$ cat config.mk
export PLATFORM = sky130hd
export DESIGN_NAME = ring_sweep_ctrl
export DESIGN_NICKNAME = d
export VERILOG_FILES = /design/src/rtl/ring_sweep_ctrl.sv
export SDC_FILE = /design/constraint.sdc
export NUM_CORES = 1
export LEC_CHECK = 0
export CELL_PAD_IN_SITES_DETAIL_PLACEMENT = 0
export CELL_PAD_IN_SITES_GLOBAL_PLACEMENT = 2
export CORE_MARGIN = 2
export CORE_UTILIZATION = 31
export DETAILED_ROUTE_END_ITERATION = 10
export GPL_ROUTABILITY_DRIVEN = 0
export GPL_TIMING_DRIVEN = 0
export PLACE_DENSITY = 0.74
export RECOVER_POWER = 50
export SLEW_MARGIN = 20
export SYNTH_ARGS = -nofsm -noshare
export SYNTH_HDL_FRONTEND = slang
export SYNTH_SLANG_ARGS = --single-unit
export TNS_END_PERCENT = 50
$ cat constraint.sdc
create_clock -name clk -period 1.9 [get_ports clk]
set_input_delay 0.57 -clock clk [delete_from_list [all_inputs] [get_ports clk]]
set_output_delay 0.57 -clock clk [all_outputs]
set_load 0.03 [all_outputs]
$ cat src/rtl/ring_sweep_ctrl.sv
`default_nettype none
// ============================================================================
// Module   : ring_sweep_ctrl
// Purpose  : Tap sequencer and windowed edge counter for the tapped ring
//            oscillator; optional sweep min/max tracking under SWEEP_MINMAX_EN.
// Revision : 1.0
// ============================================================================
module ring_sweep_ctrl #(
   parameter int WINDOW_LOG2   = 8,
   parameter int SETTLE_CYCLES = 16,
   parameter int CNT_W         = 12
) (
   input  logic             clk,
   input  logic             rst_n,
   input  logic             start,
   input  logic             single,
   input  logic [2:0]       tap_sel,
   input  logic             abort,
   input  logic             osc_in,
   output logic [2:0]       tap,
   output logic             busy,
   output logic [CNT_W-1:0] result,
   output logic [2:0]       result_tap,
   output logic             result_valid,
   output logic             overflow,
   output logic             done,
   output logic [2:0]       min_tap,
   output logic [2:0]       max_tap
);

   localparam int C_WIN   = 1 << WINDOW_LOG2;
   localparam int C_SPAN  = (C_WIN > SETTLE_CYCLES) ? C_WIN : SETTLE_CYCLES;
   localparam int C_CYC_W = $clog2(C_SPAN);

   localparam logic [C_CYC_W-1:0] C_SETTLE_LAST = C_CYC_W'(SETTLE_CYCLES - 1);
   localparam logic [C_CYC_W-1:0] C_WIN_LAST    = C_CYC_W'(C_WIN - 1);
   localparam logic [C_CYC_W-1:0] C_GATE_END    = C_CYC_W'(C_WIN - 3);
   localparam logic [C_CYC_W-1:0] C_CYC_ONE     = C_CYC_W'(1);
   localparam logic [CNT_W-1:0]   C_CNT_ONE     = CNT_W'(1);
   localparam logic [CNT_W-1:0]   C_CNT_MAX     = {CNT_W{1'b1}};

   typedef enum logic [1:0] {
      S_IDLE    = 2'd0,
      S_SETTLE  = 2'd1,
      S_MEASURE = 2'd2,
      S_REPORT  = 2'd3
   } state_t;

   state_t             state_q, state_d;
   logic [C_CYC_W-1:0] cyc_q, cyc_d;
   logic [2:0]         sync_q;
   logic [2:0]         tap_q, tap_d;
   logic               single_q, single_d;
   logic [CNT_W-1:0]   cnt_q, cnt_d;
   logic               sat_q, sat_d;
   logic [CNT_W-1:0]   result_q, result_d;
   logic [2:0]         rtap_q, rtap_d;
   logic               ovf_q, ovf_d;
   logic               rvalid_q, rvalid_d;
   logic               done_q, done_d;
   logic               busy_q, busy_d;

   logic w_edge;
   logic w_meas_end;

   // sync_q[1:0] is the synchronizer, sync_q[2] the edge-detect history flop
   assign w_edge     = sync_q[1] & ~sync_q[2];
   assign w_meas_end = (state_q == S_MEASURE) && (cyc_q == C_WIN_LAST) && !abort;

   always_comb begin
      state_d  = state_q;
      cyc_d    = cyc_q + C_CYC_ONE;
      tap_d    = tap_q;
      single_d = single_q;
      cnt_d    = cnt_q;
      sat_d    = sat_q;
      result_d = result_q;
      rtap_d   = rtap_q;
      ovf_d    = ovf_q;
      rvalid_d = 1'b0;
      done_d   = 1'b0;

      case (state_q)
         S_IDLE: begin
            cyc_d = '0;
            if (start && !abort) begin
               tap_d    = single ? tap_sel : 3'd0;
               single_d = single;
               state_d  = S_SETTLE;
            end
         end
         S_SETTLE: begin
            cnt_d = '0;
            sat_d = 1'b0;
            if (cyc_q == C_SETTLE_LAST) begin
               cyc_d   = '0;
               state_d = S_MEASURE;
            end
         end
         S_MEASURE: begin
            // The last three window cycles would only see edges that began
            // before the window closed, so they are dropped.
            if (w_edge && (cyc_q < C_GATE_END)) begin
               if (cnt_q == C_CNT_MAX) begin
                  sat_d = 1'b1;
               end else begin
                  cnt_d = cnt_q + C_CNT_ONE;
               end
            end
            if (cyc_q == C_WIN_LAST) begin
               cyc_d    = '0;
               state_d  = S_REPORT;
               result_d = cnt_q;
               rtap_d   = tap_q;
               ovf_d    = sat_q;
               rvalid_d = 1'b1;
               done_d   = single_q || (tap_q == 3'd7);
            end
         end
         S_REPORT: begin
            cyc_d = '0;
            if (single_q || (tap_q == 3'd7)) begin
               state_d = S_IDLE;
            end else begin
               tap_d   = tap_q + 3'd1;
               state_d = S_SETTLE;
            end
         end
         default: begin
            state_d = S_IDLE;
         end
      endcase

      if (abort && (state_q != S_IDLE)) begin
         state_d  = S_IDLE;
         cyc_d    = '0;
         tap_d    = tap_q;
         result_d = result_q;
         rtap_d   = rtap_q;
         ovf_d    = ovf_q;
         rvalid_d = 1'b0;
         done_d   = 1'b0;
      end

      busy_d = (state_d != S_IDLE);
   end

   always_ff @(posedge clk or negedge rst_n) begin
      if (!rst_n) begin
         state_q  <= S_IDLE;
         cyc_q    <= '0;
         sync_q   <= '0;
         tap_q    <= '0;
         single_q <= 1'b0;
         cnt_q    <= '0;
         sat_q    <= 1'b0;
         result_q <= '0;
         rtap_q   <= '0;
         ovf_q    <= 1'b0;
         rvalid_q <= 1'b0;
         done_q   <= 1'b0;
         busy_q   <= 1'b0;
      end else begin
         state_q  <= state_d;
         cyc_q    <= cyc_d;
         sync_q   <= {sync_q[1:0], osc_in};
         tap_q    <= tap_d;
         single_q <= single_d;
         cnt_q    <= cnt_d;
         sat_q    <= sat_d;
         result_q <= result_d;
         rtap_q   <= rtap_d;
         ovf_q    <= ovf_d;
         rvalid_q <= rvalid_d;
         done_q   <= done_d;
         busy_q   <= busy_d;
      end
   end

   assign tap          = tap_q;
   assign busy         = busy_q;
   assign result       = result_q;
   assign result_tap   = rtap_q;
   assign result_valid = rvalid_q;
   assign overflow     = ovf_q;
   assign done         = done_q;

`ifdef SWEEP_MINMAX_EN
   logic [CNT_W-1:0] lo_val_q, lo_val_d, hi_val_q, hi_val_d;
   logic [2:0]       lo_tap_q, lo_tap_d, hi_tap_q, hi_tap_d;
   logic [2:0]       min_tap_q, min_tap_d, max_tap_q, max_tap_d;
   logic             w_lo_new, w_hi_new;

   // Strict compares keep the lower tap on ties; tap 0 seeds the running values.
   assign w_lo_new = (tap_q == 3'd0) || (cnt_q < lo_val_q);
   assign w_hi_new = (tap_q == 3'd0) || (cnt_q > hi_val_q);

   always_comb begin
      lo_val_d  = lo_val_q;
      hi_val_d  = hi_val_q;
      lo_tap_d  = lo_tap_q;
      hi_tap_d  = hi_tap_q;
      min_tap_d = min_tap_q;
      max_tap_d = max_tap_q;
      if (w_meas_end && !single_q) begin
         if (w_lo_new) begin
            lo_val_d = cnt_q;
            lo_tap_d = tap_q;
         end
         if (w_hi_new) begin
            hi_val_d = cnt_q;
            hi_tap_d = tap_q;
         end
         if (tap_q == 3'd7) begin
            min_tap_d = w_lo_new ? tap_q : lo_tap_q;
            max_tap_d = w_hi_new ? tap_q : hi_tap_q;
         end
      end
   end

   always_ff @(posedge clk or negedge rst_n) begin
      if (!rst_n) begin
         lo_val_q  <= '0;
         hi_val_q  <= '0;
         lo_tap_q  <= '0;
         hi_tap_q  <= '0;
         min_tap_q <= '0;
         max_tap_q <= '0;
      end else begin
         lo_val_q  <= lo_val_d;
         hi_val_q  <= hi_val_d;
         lo_tap_q  <= lo_tap_d;
         hi_tap_q  <= hi_tap_d;
         min_tap_q <= min_tap_d;
         max_tap_q <= max_tap_d;
      end
   end

   assign min_tap = min_tap_q;
   assign max_tap = max_tap_q;
`else
   assign min_tap = 3'd0;
   assign max_tap = 3'd0;
`endif

endmodule
`default_nettype wire

==> results of run 1 <==
per-layer routing:
metal  wire length [um]  part of all wire (%)  global-route usage [%]
met3                150                   2.8                    2.66
met5                  0                     0                       0
met2               2590                    49                    19.9
met1               2480                    47                    16.7
met4                 58                   1.1                    4.17
path summary, 6_finish.rpt:
| check | startpoint | to | slack [ns] | depth (start not counted) |
|---|---|---|---|---|
| setup / recovery | state_q[0]$_DFF_PN0_ | cnt_q[6]$_DFFE_PN0P_ | -0.02 | 8 |
| hold / removal | sync_q[0]$_DFF_PN0_ | sync_q[1]$_DFF_PN0_ | 0.34 | 0 |
| setup reg to reg | state_q[0]$_DFF_PN0_ | cnt_q[6]$_DFFE_PN0P_ | -0.02 | 8 |
| hold reg to reg | sync_q[0]$_DFF_PN0_ | sync_q[1]$_DFF_PN0_ | 0.34 | 0 |
| max in group asynchronous | rst_n | state_q[1]$_DFF_PN0_ | 0.60 | 1 |
| min in group asynchronous | rst_n | result[9]$_DFFE_PN0P_ | 0.49 | 1 |
Yosys cell counts (3+ instances only):
| cell | count | area (um2) |
|---|---|---|
| dfrtp_1 | 49 | 1230 |
| nor2_1 | 19 | 71.3 |
| mux2_2 | 17 | 191 |
| ha_1 | 10 | 125 |
| a21oi_1 | 9 | 45.0 |
| nand2_1 | 9 | 33.8 |
| nand3_1 | 9 | 45.0 |
| inv_1 | 8 | 30.0 |
| nand4_1 | 8 | 50.1 |
| o21ai_0 | 8 | 40.0 |
| buf_4 | 7 | 52.6 |
| xor2_1 | 7 | 61.3 |
| nor2b_1 | 6 | 37.5 |
| a21o_1 | 3 | 22.5 |
| a21oi_2 | 3 | 26.3 |
| and3_1 | 3 | 18.8 |
| nand2b_1 | 3 | 18.8 |
| o21ai_1 | 3 | 15.0 |
| o31ai_1 | 3 | 22.5 |
| or3_2 | 3 | 22.5 |
| or4_1 | 3 | 22.5 |
cell families (layout without fill, tap and decap cells):
kind of cell             count (synthesis)  count (layout)  synth area share (%)
AND/OR/NAND/NOR                         76              76                  18.0
adder cells (fa/ha/maj)                 10              10                  5.09
multiplexers                            17              17                  7.79
other                                    1               6                 0.153
buffers and inverters                   20              71                  4.89
XOR/XNOR                                 8               8                  2.85
AO/OA/AOI/OAI                           42              42                  11.4
flip-flops                              49              49                  49.9
area by class of cell:
| cell class | count | area share [%] |
|---|---|---|
| plain buffers | 12 | 3.34 |
| clock buffers | 6 | 2.56 |
| clock inverters | 2 | 0.427 |
| inverters | 8 | 1.09 |
| multi-input cells | 159 | 38.2 |
| flip-flops and latches | 49 | 38.1 |
| well taps | 102 | 3.96 |
| repair buffers | 43 | 12.3 |
power breakdown:
| group | switching, mW | internal (mW) |
|---|---|---|
| combinational | 0.565 | 0.459 |
| clock | 0.368 | 0.296 |
| sequential | 0.0810 | 1.13 |
| total | 1.01 | 1.88 |
worst max-delay path: cells and delay by family (launching register included):
kind | cells | cell delay [ns]
AND/OR/NAND/NOR | 2 | 0.76
flip-flops | 1 | 0.41
buffers and inverters | 3 | 0.31
adder cells (fa/ha/maj) | 1 | 0.19
AO/OA/AOI/OAI | 2 | 0.18
repair_timing:
action	in CTS	in global routing
endpoints found under the hold margin	0	0
pin swaps	5	9
cloned	0	1
resized for setup	34	26
setup buffers	4	8
setup endpoints to repair	41	28
metrics by stage:
step           setup WS [ns]  hold slack (ns)  power (mW)  util (%)
2_1_floorplan        0.00546            0.274        1.78         -
3_3_place_gp           -1.22            0.338        2.05      37.8
3_5_place_dp          -0.443            0.339        2.06      37.8
4_1_cts              0.00251            0.291        2.76      39.8
5_1_grt              -0.0909            0.346        3.08      41.9
6_report             -0.0157            0.343        2.90      41.9
registers in the layout, summed over array words and instances (netlist names):
signal        count
busy              1
cnt_q            12
cyc_q             8
done              1
overflow          1
result           12
result_tap        3
result_valid      1
sat_q             1
single_q          1
state_q           2
sync_q            3
tap               3
cell usage in the layout, fill, tap and decap left out, drive strengths merged, types with 7 or more instances in the layout:
master / instances
nor2: 19
buf: 22
xor2: 7
nand2: 10
clkbuf: 10
dlygate4sd2: 19
mux2: 17
inv: 8
nand3: 11
a21oi: 12
nand4: 9
dfrtp: 49
ha: 10
o21ai: 11
==> results.ini, run 1 <==
[outcome]
status=finished, violations left
violations=setup timing

[setup_path]
path_max_fanout=8
worstPathRequired_ns=2.15
start_kind=flip-flop
max_stage_delay_ns=0.58
arrival_ns=2.16
crit_type=flip-flop to flip-flop
slowest_stage=or4_4
path_cells=inv_2 > ha_4 > inv_4 > or4_4 > nand3_4 > clkbuf_16 > o31ai_2 > a21oi_2
end_kind=flip-flop

[cells_and_area]
multiInputGateArea_um2=1230
nets=297
seqCellArea_um2=1230
final_area_um2=3220
diodes=0
layout.cells.non_filler=381
fillers=787
area.growth.synth_to_final_pct=31.1
layout-drive-gt1-share_pct=30.8

[sta]
post-route-min-period_ns=1.92
slew_violations=0
finClkSkew_ns=0.0126
finalHoldViolations=0
fin_crit_sh_pct=101
report.final.setup_viol=2
fin_ws_ns=-0.0157
max-slew-margin-rel_pct=20.8
fin_setup_tns_ns=-0.0157
tightest_slew_ns=1.19
fmax_mhz=522
rsz0062_at_grt=true

[grt]
grt_max_degree=50
grt_pass1_wl_um=8520
grt_pass1_vias=1708
grt_overflow_total=0
gr-usage-all-layers_pct=12.4
antenna_found_initial=0

[detailed_routing]
ant_nets=0
wl_um=5280
vias=1799
first_iter_violations=38
dr.pass1.iters=4
post_drt_wl_per_cell_um=13.9
via_per_inst=4.72
drc=0

[placed_design]
placed_cells=360
place_area_um2=2910
port_buffers=30
hpwl_um=3570

[min_path]
hold_class=flip-flop to flip-flop

[pwr]
max-vdd-ir-drop_uv=427
p_leak_nw=1.56
powerDensity_nw_per_um2=898

[clock_network]
htree_levels=2
clk_path_buf_depth=2
clkSinkCount=49
cts_hold_buf=0
cts_tree=done
cts_inserted_buffers=5
path_clk_slew_ns=0.10
cts_root_buffer=clkbuf_8
clkLatencyLatePin_ns=0.31

[logic_synthesis]
synth_seq_cells=49
synth.distinct_cells=47
async_reset_ff_share_pct=100
synth-edff-count=0
syn_avg_cell_area_um2=11.0
ys_seq_area_share_pct=49.9
yosys_most_used_dff=dfrtp_1
synth_warnings=0
syn_inst=223
syn_area_um2=2460

[floorplan]
die_h_um=93.1
core-area_um2=7690
chipWidth_um=93.1
dieArea_um2=8660
num_rows=32
start_util_pct=32.0
io_pins=37

[run]
cap_violations=0

(Power assumes the default switching activity.)
==> inputs of run 2 (changes only) <==
--- a/config.mk
+++ b/config.mk
@@ -10,7 +10,6 @@
 export CORE_MARGIN = 2
 export CORE_UTILIZATION = 31
 export DETAILED_ROUTE_END_ITERATION = 10
-export GPL_ROUTABILITY_DRIVEN = 0
 export GPL_TIMING_DRIVEN = 0
 export PLACE_DENSITY = 0.74
 export RECOVER_POWER = 50
==> results of run 2 <==
No change in the layout: final DEF, timing and power equal those of run 1.
